==> src/rtl/uart_pkg.sv <==
// Shared definitions for the UART receive path: default widths, sticky flag struct, clog2 helper.
// Latency: n/a (package only).
// Backpressure: n/a (package only).
package uart_pkg;

    // Character width produced by the UART receiver.
    localparam int UART_DATA_BITS = 8;

    // Width of the saturating frame-error counter.
    localparam int UART_ECNT_W = 8;

    // Sticky error flags held by the receive buffer. Both are set by events
    // and cleared only by reset or clr_err.
    typedef struct packed {
        logic overrun;    // a received byte was dropped because the buffer was full
        logic frame_err;  // at least one bad stop bit was seen
    } uart_sticky_t;

    // Ceiling log2, used to size pointers from a depth parameter.
    // Returns 0 for v <= 1.
    function automatic int clog2(input int v);
        int r;
        r = 0;
        while ((1 << r) < v) begin
            r = r + 1;
        end
        return r;
    endfunction

endpackage

==> src/rtl/uart_fifo_mem.sv <==
// Storage array for the UART receive buffer: DEPTH x DATA_BITS, one sync write port, one async read port.
// Latency: write lands at the clock edge; read is combinational from raddr.
// Backpressure: none; the caller decides when we is allowed.
//
// Ports:
//   clk    in   write clock
//   we     in   write enable, sampled on the rising edge
//   waddr  in   write address
//   wdata  in   write data
//   raddr  in   read address
//   rdata  out  mem[raddr], combinational
//
// Contents are deliberately not reset: occupancy is tracked by the pointers
// in the parent, so stale entries are never presented as valid data.
module uart_fifo_mem
    import uart_pkg::*;
#(
    parameter int DATA_BITS = UART_DATA_BITS,
    parameter int DEPTH     = 16,
    parameter int ADDR_W    = clog2(DEPTH)
) (
    input  logic                 clk,
    input  logic                 we,
    input  logic [ADDR_W-1:0]    waddr,
    input  logic [DATA_BITS-1:0] wdata,
    input  logic [ADDR_W-1:0]    raddr,
    output logic [DATA_BITS-1:0] rdata
);

    logic [DATA_BITS-1:0] mem_q [DEPTH];

    always_ff @(posedge clk) begin
        if (we) begin
            mem_q[waddr] <= wdata;
        end
    end

    // Asynchronous read: when the same entry is written and read in one
    // cycle (full with push and pop together), the old head is returned and
    // the new byte only lands at the edge.
    assign rdata = mem_q[raddr];

endmodule

==> src/rtl/uart_rx_fifo.sv <==
// UART receive buffer: captures bytes on rx_done, FWFT read side with valid/pop, sticky overrun/frame-error flags.
// Latency: a byte pushed at edge N appears on rd_data/rd_valid right after edge N; pops show the next entry with no bubble.
// Backpressure: none toward the receiver; a byte arriving while full (and no pop) is dropped and overrun is set.
//
// Ports:
//   clk          in   system clock, rising edge
//   arst_n       in   asynchronous reset, active low
//   rst          in   synchronous clear, active high, same effect as arst_n
//   rx_data      in   received byte, qualified by rx_done
//   rx_done      in   one-cycle pulse, byte complete with good stop bit
//   rx_err       in   one-cycle pulse, bad stop bit, no data
//   rd_en        in   pop request, ignored while rd_valid=0
//   clr_err      in   clears overrun, frame_err, err_cnt
//   rd_data      out  head entry, 0 while empty
//   rd_valid     out  buffer not empty
//   full         out  count == DEPTH
//   almost_full  out  count >= AFULL_LVL
//   count        out  occupancy 0..DEPTH
//   overrun      out  sticky, a byte was dropped
//   frame_err    out  sticky, an rx_err was seen
//   err_cnt      out  saturating count of rx_err since clear
module uart_rx_fifo
    import uart_pkg::*;
#(
    parameter int DATA_BITS = UART_DATA_BITS,
    parameter int DEPTH     = 16,              // power of two, >= 2
    parameter int ADDR_W    = clog2(DEPTH),
    parameter int AFULL_LVL = 12,
    parameter int ECNT_W    = UART_ECNT_W
) (
    input  logic                 clk,
    input  logic                 arst_n,
    input  logic                 rst,
    input  logic [DATA_BITS-1:0] rx_data,
    input  logic                 rx_done,
    input  logic                 rx_err,
    input  logic                 rd_en,
    input  logic                 clr_err,
    output logic [DATA_BITS-1:0] rd_data,
    output logic                 rd_valid,
    output logic                 full,
    output logic                 almost_full,
    output logic [ADDR_W:0]      count,
    output logic                 overrun,
    output logic                 frame_err,
    output logic [ECNT_W-1:0]    err_cnt
);

    localparam int PTR_W = ADDR_W + 1;

    localparam logic [PTR_W-1:0]  PTR_ONE = PTR_W'(1);
    localparam logic [PTR_W-1:0]  DEPTH_C = PTR_W'(DEPTH);
    localparam logic [PTR_W-1:0]  AFULL_C = PTR_W'(AFULL_LVL);
    localparam logic [ECNT_W-1:0] ECNT_ONE = ECNT_W'(1);

    // Pointers carry one extra wrap bit so that equal low bits can be told
    // apart as empty (wrap bits equal) or full (wrap bits differ).
    logic [PTR_W-1:0]     wr_ptr_q, wr_ptr_d;
    logic [PTR_W-1:0]     rd_ptr_q, rd_ptr_d;
    uart_sticky_t         sticky_q, sticky_d;
    logic [ECNT_W-1:0]    err_cnt_q, err_cnt_d;

    logic                 push;
    logic                 pop;
    logic                 drop;
    logic                 mem_we;
    logic [DATA_BITS-1:0] mem_rdata;

    // ------------------------------------------------------------------
    // Status, all derived from registered pointers only, so nothing on the
    // receiver side has a combinational path to any output.
    // ------------------------------------------------------------------
    always_comb begin
        count       = wr_ptr_q - rd_ptr_q;
        rd_valid    = (count != '0);
        full        = (count == DEPTH_C);
        almost_full = (count >= AFULL_C);
    end

    // ------------------------------------------------------------------
    // Handshake decode. A push into a full buffer is still accepted when a
    // pop frees the head slot in the same cycle.
    // ------------------------------------------------------------------
    always_comb begin
        pop    = rd_en & rd_valid;
        push   = rx_done & (~full | pop);
        drop   = rx_done & full & ~pop;
        mem_we = push & ~rst;
    end

    // ------------------------------------------------------------------
    // Pointer next-state
    // ------------------------------------------------------------------
    always_comb begin
        wr_ptr_d = wr_ptr_q;
        rd_ptr_d = rd_ptr_q;
        if (rst) begin
            wr_ptr_d = '0;
            rd_ptr_d = '0;
        end else begin
            if (push) begin
                wr_ptr_d = wr_ptr_q + PTR_ONE;
            end
            if (pop) begin
                rd_ptr_d = rd_ptr_q + PTR_ONE;
            end
        end
    end

    // ------------------------------------------------------------------
    // Sticky flags and error counter. clr_err is applied first so that an
    // event in the same cycle wins: the flag ends set and the counter
    // restarts from zero, ending at one.
    // ------------------------------------------------------------------
    always_comb begin
        sticky_d  = sticky_q;
        err_cnt_d = err_cnt_q;
        if (rst) begin
            sticky_d  = '0;
            err_cnt_d = '0;
        end else begin
            if (clr_err) begin
                sticky_d  = '0;
                err_cnt_d = '0;
            end
            if (drop) begin
                sticky_d.overrun = 1'b1;
            end
            if (rx_err) begin
                sticky_d.frame_err = 1'b1;
                if (clr_err) begin
                    err_cnt_d = ECNT_ONE;
                end else if (&err_cnt_q) begin
                    err_cnt_d = err_cnt_q;
                end else begin
                    err_cnt_d = err_cnt_q + ECNT_ONE;
                end
            end
        end
    end

    // ------------------------------------------------------------------
    // State registers
    // ------------------------------------------------------------------
    always_ff @(posedge clk or negedge arst_n) begin
        if (!arst_n) begin
            wr_ptr_q  <= '0;
            rd_ptr_q  <= '0;
            sticky_q  <= '0;
            err_cnt_q <= '0;
        end else begin
            wr_ptr_q  <= wr_ptr_d;
            rd_ptr_q  <= rd_ptr_d;
            sticky_q  <= sticky_d;
            err_cnt_q <= err_cnt_d;
        end
    end

    // ------------------------------------------------------------------
    // Storage
    // ------------------------------------------------------------------
    uart_fifo_mem #(
        .DATA_BITS (DATA_BITS),
        .DEPTH     (DEPTH),
        .ADDR_W    (ADDR_W)
    ) u_mem (
        .clk   (clk),
        .we    (mem_we),
        .waddr (wr_ptr_q[ADDR_W-1:0]),
        .wdata (rx_data),
        .raddr (rd_ptr_q[ADDR_W-1:0]),
        .rdata (mem_rdata)
    );

    // ------------------------------------------------------------------
    // Outputs. rd_data is masked while empty because memory is not reset
    // and the head slot may hold a stale byte.
    // ------------------------------------------------------------------
    always_comb begin
        rd_data   = rd_valid ? mem_rdata : '0;
        overrun   = sticky_q.overrun;
        frame_err = sticky_q.frame_err;
        err_cnt   = err_cnt_q;
    end

endmodule
==> config.mk <==
export PLATFORM = sky130hd
export DESIGN_NAME = uart_rx_fifo
export DESIGN_NICKNAME = d
export VERILOG_FILES = /design/src/rtl/uart_pkg.sv /design/src/rtl/uart_fifo_mem.sv /design/src/rtl/uart_rx_fifo.sv
export SDC_FILE = /design/constraint.sdc
export NUM_CORES = 1
export LEC_CHECK = 0
export CORE_MARGIN = 2
export CORE_UTILIZATION = 37
export DETAILED_ROUTE_END_ITERATION = 16
export REMOVE_ABC_BUFFERS = 1
export SYNTH_ARGS = -nofsm -noshare
export SYNTH_HDL_FRONTEND = slang
export SYNTH_SLANG_ARGS = --single-unit
==> constraint.sdc <==
create_clock -name clk -period 5.1 [get_ports clk]
set_input_delay 1.02 -clock clk [delete_from_list [all_inputs] [get_ports clk]]
set_output_delay 1.02 -clock clk [all_outputs]
set_load 0.03 [all_outputs]
# After elaboration in Yosys (flattened, before gate mapping)

Memory sizes are Yosys's and may differ from the RTL's.
Index checks and enable logic that the tools add are counted.

$add $sub $neg: 4
Magnitude comparators: 1
Equality and inequality tests: 2
Multiplexer cells: 16
Bitwise logic cells: 9
Reductions and logical operators: 7

Operator list:

| kind                  | number |
|---|---|
| $mux W8               | 6 |
| $mux W5               | 4 |
| $add A5 B1 Y5 const B | 2 |
| $add A8 B1 Y8 const B | 1 |
| $reduce_and A8 Y1     | 1 |
| $reduce_bool A3 Y1    | 2 |
| $and A1 B1 Y1         | 5 |
| $eq A5 B5 Y1 const B  | 1 |
| $ge A5 B4 Y1 const B  | 1 |
| $reduce_bool A5 Y1    | 1 |
| $sub A5 B5 Y5         | 1 |
| $mux W1               | 4 |
| $mux W2               | 2 |
| $reduce_bool A2 Y1    | 2 |
| $ne A3 B3 Y1 const B  | 1 |
| $not A1 Y1            | 3 |
| $reduce_and A2 Y1     | 1 |
| $or A1 B1 Y1          | 1 |

Register bits: 20
RAM bits: 128
Input port bits: 15
Output and inout port bits: 26
Memories: 1

Memories:

| memory      | depth | width | rd ports | clocked after Yosys merged registers in | wr ports | RTL line            | text |
|---|---|---|---|---|---|---|---|
| u_mem.mem_q | 16    | 8     | 1        | 0                                       | 1        | uart_fifo_mem.sv:30 | `logic [DATA_BITS-1:0] mem_q [DEPTH];` |

# Depth between registers and ports, before layout

Word-level depth: 8
Gate-level depth with buffers: 10

# Hierarchy

A second synthesis with hierarchy kept.

Cells, all modules: 372
Area total of the unflattened synthesis: 6348.6 um^2

By module, submodules not included:

| module        | times used | cells each | area each (um^2) | seq. area each (um^2) |
|---|---|---|---|---|
| uart_fifo_mem | 1          | 221        | 4987.3           | 3843.7 |
| uart_rx_fifo  | 1          | 151        | 1361.3           | 500.5 |

# Worst setup path after synthesis

OpenSTA, ideal clock, no wires.

Path type: register -> output
Start: register rd_ptr_q[1]
End: output port rd_data[0]
Data arrival time: 3.030 ns
Setup slack: 1.050 ns
Stages on the path, launching flop included: 10
Buffers on the path: 3
Cells stage by stage: dfrtp_1 -> buf_2 -> buf_1 -> inv_1 -> fa_1 -> xor2_1 -> nand4b_2 -> a2bb2oi_2 -> buf_2 -> nor2b_1

Cells in the longest elaborated chain, start to end: 3
Elaborated cells between the ends (all ways): 4
Those cells by class: 1 x add/sub; 1 x mux; 1 x reduce/logical; 1 x memory

Ends and longest elaborated chain:

| what                     | RTL line            | text |
|---|---|---|
| start: declaration       | uart_rx_fifo.sv:59  | `logic [PTR_W-1:0] rd_ptr_q, rd_ptr_d;` |
| start signal: assignment | uart_rx_fifo.sv:153 | `rd_ptr_q <= rd_ptr_d;` |
| $sub A5 B5 Y5            | uart_rx_fifo.sv:74  | `count = wr_ptr_q - rd_ptr_q;` |
| net count[2]             | uart_rx_fifo.sv:43  | `output logic [ADDR_W:0] count,` |
| $reduce_bool A5 Y1       | uart_rx_fifo.sv:75  | `rd_valid = (count != '0);` |
| $mux W8                  | uart_rx_fifo.sv:180 | `rd_data = rd_valid ? mem_rdata : '0;` |
| end: declaration         | uart_rx_fifo.sv:39  | `output logic [DATA_BITS-1:0] rd_data,` |

The timed path passes the listed nets, and every way through them passes these cells.

# Final worst setup path

Start: register wr_ptr_q[0]
End: output port rd_data[6]

Cells in the longest elaborated chain, start to end: 3

Ends and longest elaborated chain:

| what                     | RTL line            | text |
|---|---|---|
| start: declaration       | uart_rx_fifo.sv:58  | `logic [PTR_W-1:0] wr_ptr_q, wr_ptr_d;` |
| start signal: assignment | uart_rx_fifo.sv:152 | `wr_ptr_q <= wr_ptr_d;` |
| $sub A5 B5 Y5            | uart_rx_fifo.sv:74  |  |
| $reduce_bool A5 Y1       | uart_rx_fifo.sv:75  |  |
| $mux W8                  | uart_rx_fifo.sv:180 |  |

Every way passes these cells.

==> run summary <==
================================================================================
Share of synthesized flip-flops with an asynchronous set or reset          13.5%
Area of the placeable core                                            0.0166 mm²
Overall routing resource usage                                             15.2%
Post-CTS Setup Repair Bufs                                                     0
Worst hold-check path type                                          register to register
Post-Place Worst Slack                                                  0.832 ns
Met2 usage in global routing                                               24.0%
Combinational family with the most area after synthesis             multiplexers
Number of pins exceeding their max-slew limit in the final report              0
Netlist Area Pre-Place                                               0.00632 mm²
Die area                                                              0.0182 mm²
Number of cells in the design after placement                                610
Post-synth top area share                                                  60.8%
Avg WL per Cell                                                          19.8 µm
Most used standard cell by instance count after synthesis           sky130_fd_sc_hd__edfxtp_1
DIE HEIGHT                                                                135 µm
Shortest clock period the worst path allows after layout                 4.68 ns
Setup violations, final                                                        0
Share of the core filled with cells                                        45.5%
Power per cell area                                                   475 mW/mm²
CTS H-tree depth                                                               4
Synth Area in Compound Gates                                               4.06%
Std-Cell Rows                                                                 47
Layout cells sized above 1                                                 20.4%
Hold Path Stages                                                               1
Post-synthesis share of cell area spent on xor and xnor gates             0.831%
Met1 usage                                                                 20.6%
Global placer's final weighted congestion                                  0.751
Total length of routed wires                                             12.7 mm
Arr. time, crit path                                                     3.66 ns
Setup TNS                                                                   0 ns
Hold Fails Final Rpt                                                           0
Clock latency reported for the late side of the worst-skew pair          0.42 ns
Detailed-route via count                                                   3,419
RSZ-0062 raised after global routing                                       false
Category of the worst setup path capture point                      primary output
Maximum number of pins on one net before global-route repair                  37
Dominant register cell in the synthesized netlist                   sky130_fd_sc_hd__edfxtp_1
DRT Pass-1 Iters                                                               4
Maximum number of buffers from clock root to sink                              2
First-pass GRT wire length                                               19.9 mm
DR iter-0 viols                                                              340
Post-route setup slack                                                  0.423 ns
Synthesized flop and latch total                                             148
IR Drop Worst-Case VDD                                                    271 µV
Clock-pin slew on the worst setup and hold paths                         0.06 ns
Clock Skew                                                            0.00402 ns
Post-synthesis simple-gate area fraction                                   7.26%
EDFF count, synth                                                            128
N_diodes                                                                       0
Number of cell instances on the worst register-to-register path                7
Distinct cell type count of the synthesized netlist                           44
Most used standard cells in the synthesized netlist                 sky130_fd_sc_hd__edfxtp_1 (128), sky130_fd_sc_hd__mux4_2 (40), sky130_fd_sc_hd__dfrtp_1 (20), sky130_fd_sc_hd__nor2_1 (20), sky130_fd_sc_hd__a21oi_1 (18)
Headroom to the max-slew limit                                             34.6%
Quantity of I/O buffers inserted on ports                                     40
Global-route track usage on met3                                           3.72%
Most heavily used metal layer in global routing                             met2
Post-route antenna net violation count                                         0
Post-route fraction of the period consumed by the critical path            91.7%
Post-synthesis cell count                                                    359
Transition time at the pin with the least slew margin                   0.977 ns
# hold bufs at CTS                                                             0
Layout Nets                                                                  435
I/O pin total                                                                 41
Vias/cell                                                                   5.33
Req. time, crit path                                                     4.08 ns
Dominant cell type by area after synthesis                          sky130_fd_sc_hd__edfxtp_1
Final cell count without fillers                                             642
Power consumption                                                      0.00360 W
Area share of fa/ha/maj cells after synthesis                              2.29%
Post-cts gate resize count                                                     0
Run status                                                          finished clean
Proportion of synthesized chip area in sequential cells                    68.7%
Worst setup path category                                           register to primary output
Synth area leaders                                                  sky130_fd_sc_hd__edfxtp_1 (61%), sky130_fd_sc_hd__mux4_2 (14%), sky130_fd_sc_hd__dfrtp_1 (7.9%)
Leakage                                                                  2.48 nW
Initial Util                                                               38.0%
Number of buffers inserted during clock tree synthesis                        17
HPWL Detailed                                                            8.00 mm
GR Overflow Total                                                              0
Register-to-register path setup slack                                    1.64 ns
Die width                                                                 135 µm
Vias in the first global route                                             3,458
Antenna violations before repair                                               0
Area delta synth->final                                                    19.7%
Root Buffer                                                         sky130_fd_sc_hd__clkbuf_16
Multiplexer share of the synthesized area                                  14.4%
TritonCTS clock tree                                                         yes
Post-detailed-route DRC marker count                                           0
Highest fanout seen on the critical path                                      19
Startpoint type of the worst setup path                                 register
Post-Synthesis Mean Instance Area                                       17.6 µm²
Yosys Warn Count                                                               0
TritonCTS Sinks                                                              148
Max-capacitance violation count                                                0
Highest clock rate                                                       214 MHz
================================================================================
cell type report:
cell class                 count  area, µm²
sequential                   148       4350
multi-input combinational    180       1820
fill                        1419       9070
timing repair buffer          48        460
tap                          220        275
clock buffer                  19        433
inverter                      14       52.6
clock inverter                13        180
critical path: stages, from the launching register on:
cell                              delay (ns)
sky130_fd_sc_hd__dfrtp_1                0.42
sky130_fd_sc_hd__inv_1                  0.12
sky130_fd_sc_hd__ha_1                   0.16
sky130_fd_sc_hd__inv_1                  0.05
sky130_fd_sc_hd__fa_1                   0.47
sky130_fd_sc_hd__nor3b_1                0.30
sky130_fd_sc_hd__nand4b_2               0.22
sky130_fd_sc_hd__a2bb2oi_2              0.72
sky130_fd_sc_hd__nor2b_1                0.13
sky130_fd_sc_hd__clkdlybuf4s50_1        0.63
worst paths after layout:
| path | start | to |
|---|---|---|
| hold reg to reg | overrun | overrun |
| min in group asynchronous | arst_n | err_cnt[3] |
| setup reg to reg | rd_ptr_q[2] | u_mem.mem_q[13][2] |
| hold / removal | overrun | overrun |
| setup / recovery | wr_ptr_q[0] | rd_data[6] |
| max in group asynchronous | arst_n | rd_ptr_q[0] |
routing by layer:
metal | wire length, µm | up-vias
li1 | - | 1523
met5 | 0 | -
met2 | 6340 | 89
met1 | 5600 | 1793
met3 | 559 | 14
met4 | 183 | 0
state kept, by name (all words and copies together) (netlist names):
register	flops
u_mem.mem_q	128
err_cnt	8
rd_ptr_q	5
wr_ptr_q	5
frame_err	1
overrun	1
kinds of logic (layout without fill, tap and decap cells):
| logic type | after synthesis | in the layout |
|---|---|---|
| flops | 148 | 148 |
| simple gates | 83 | 83 |
| mux | 41 | 41 |
| compound gates | 39 | 39 |
| buf+inv | 31 | 94 |
| fa+ha+maj | 11 | 11 |
| xor+xnor | 6 | 6 |
layout by cell type, fill, tap and decap left out, types with 10 or more instances in the layout:
cell                              instances
sky130_fd_sc_hd__a21oi_1                 18
sky130_fd_sc_hd__clkbuf_16               17
sky130_fd_sc_hd__clkdlybuf4s50_1         40
sky130_fd_sc_hd__ha_1                    10
sky130_fd_sc_hd__edfxtp_1               128
sky130_fd_sc_hd__dfrtp_1                 19
sky130_fd_sc_hd__inv_1                   13
sky130_fd_sc_hd__nor2_1                  20
sky130_fd_sc_hd__mux4_2                  40
power breakdown:
| part | internal (W) | switching, W | total, W |
|---|---|---|---|
| combinational | 0.000424 | 0.000531 | 0.000955 |
| clock | 0.000817 | 0.000479 | 0.00130 |
| sequential | 0.00134 | 0.0000111 | 0.00135 |
per-stage QoR:
step	instance area (µm²)	hold slack, ns
5_1_grt	7570	0.526
2_1_floorplan	6220	0.533
3_3_place_gp	6960	0.482
4_1_cts	7570	0.510
3_5_place_dp	6960	0.493
6_report	7570	0.502
Note: power is estimated with default switching activity, not from simulation.
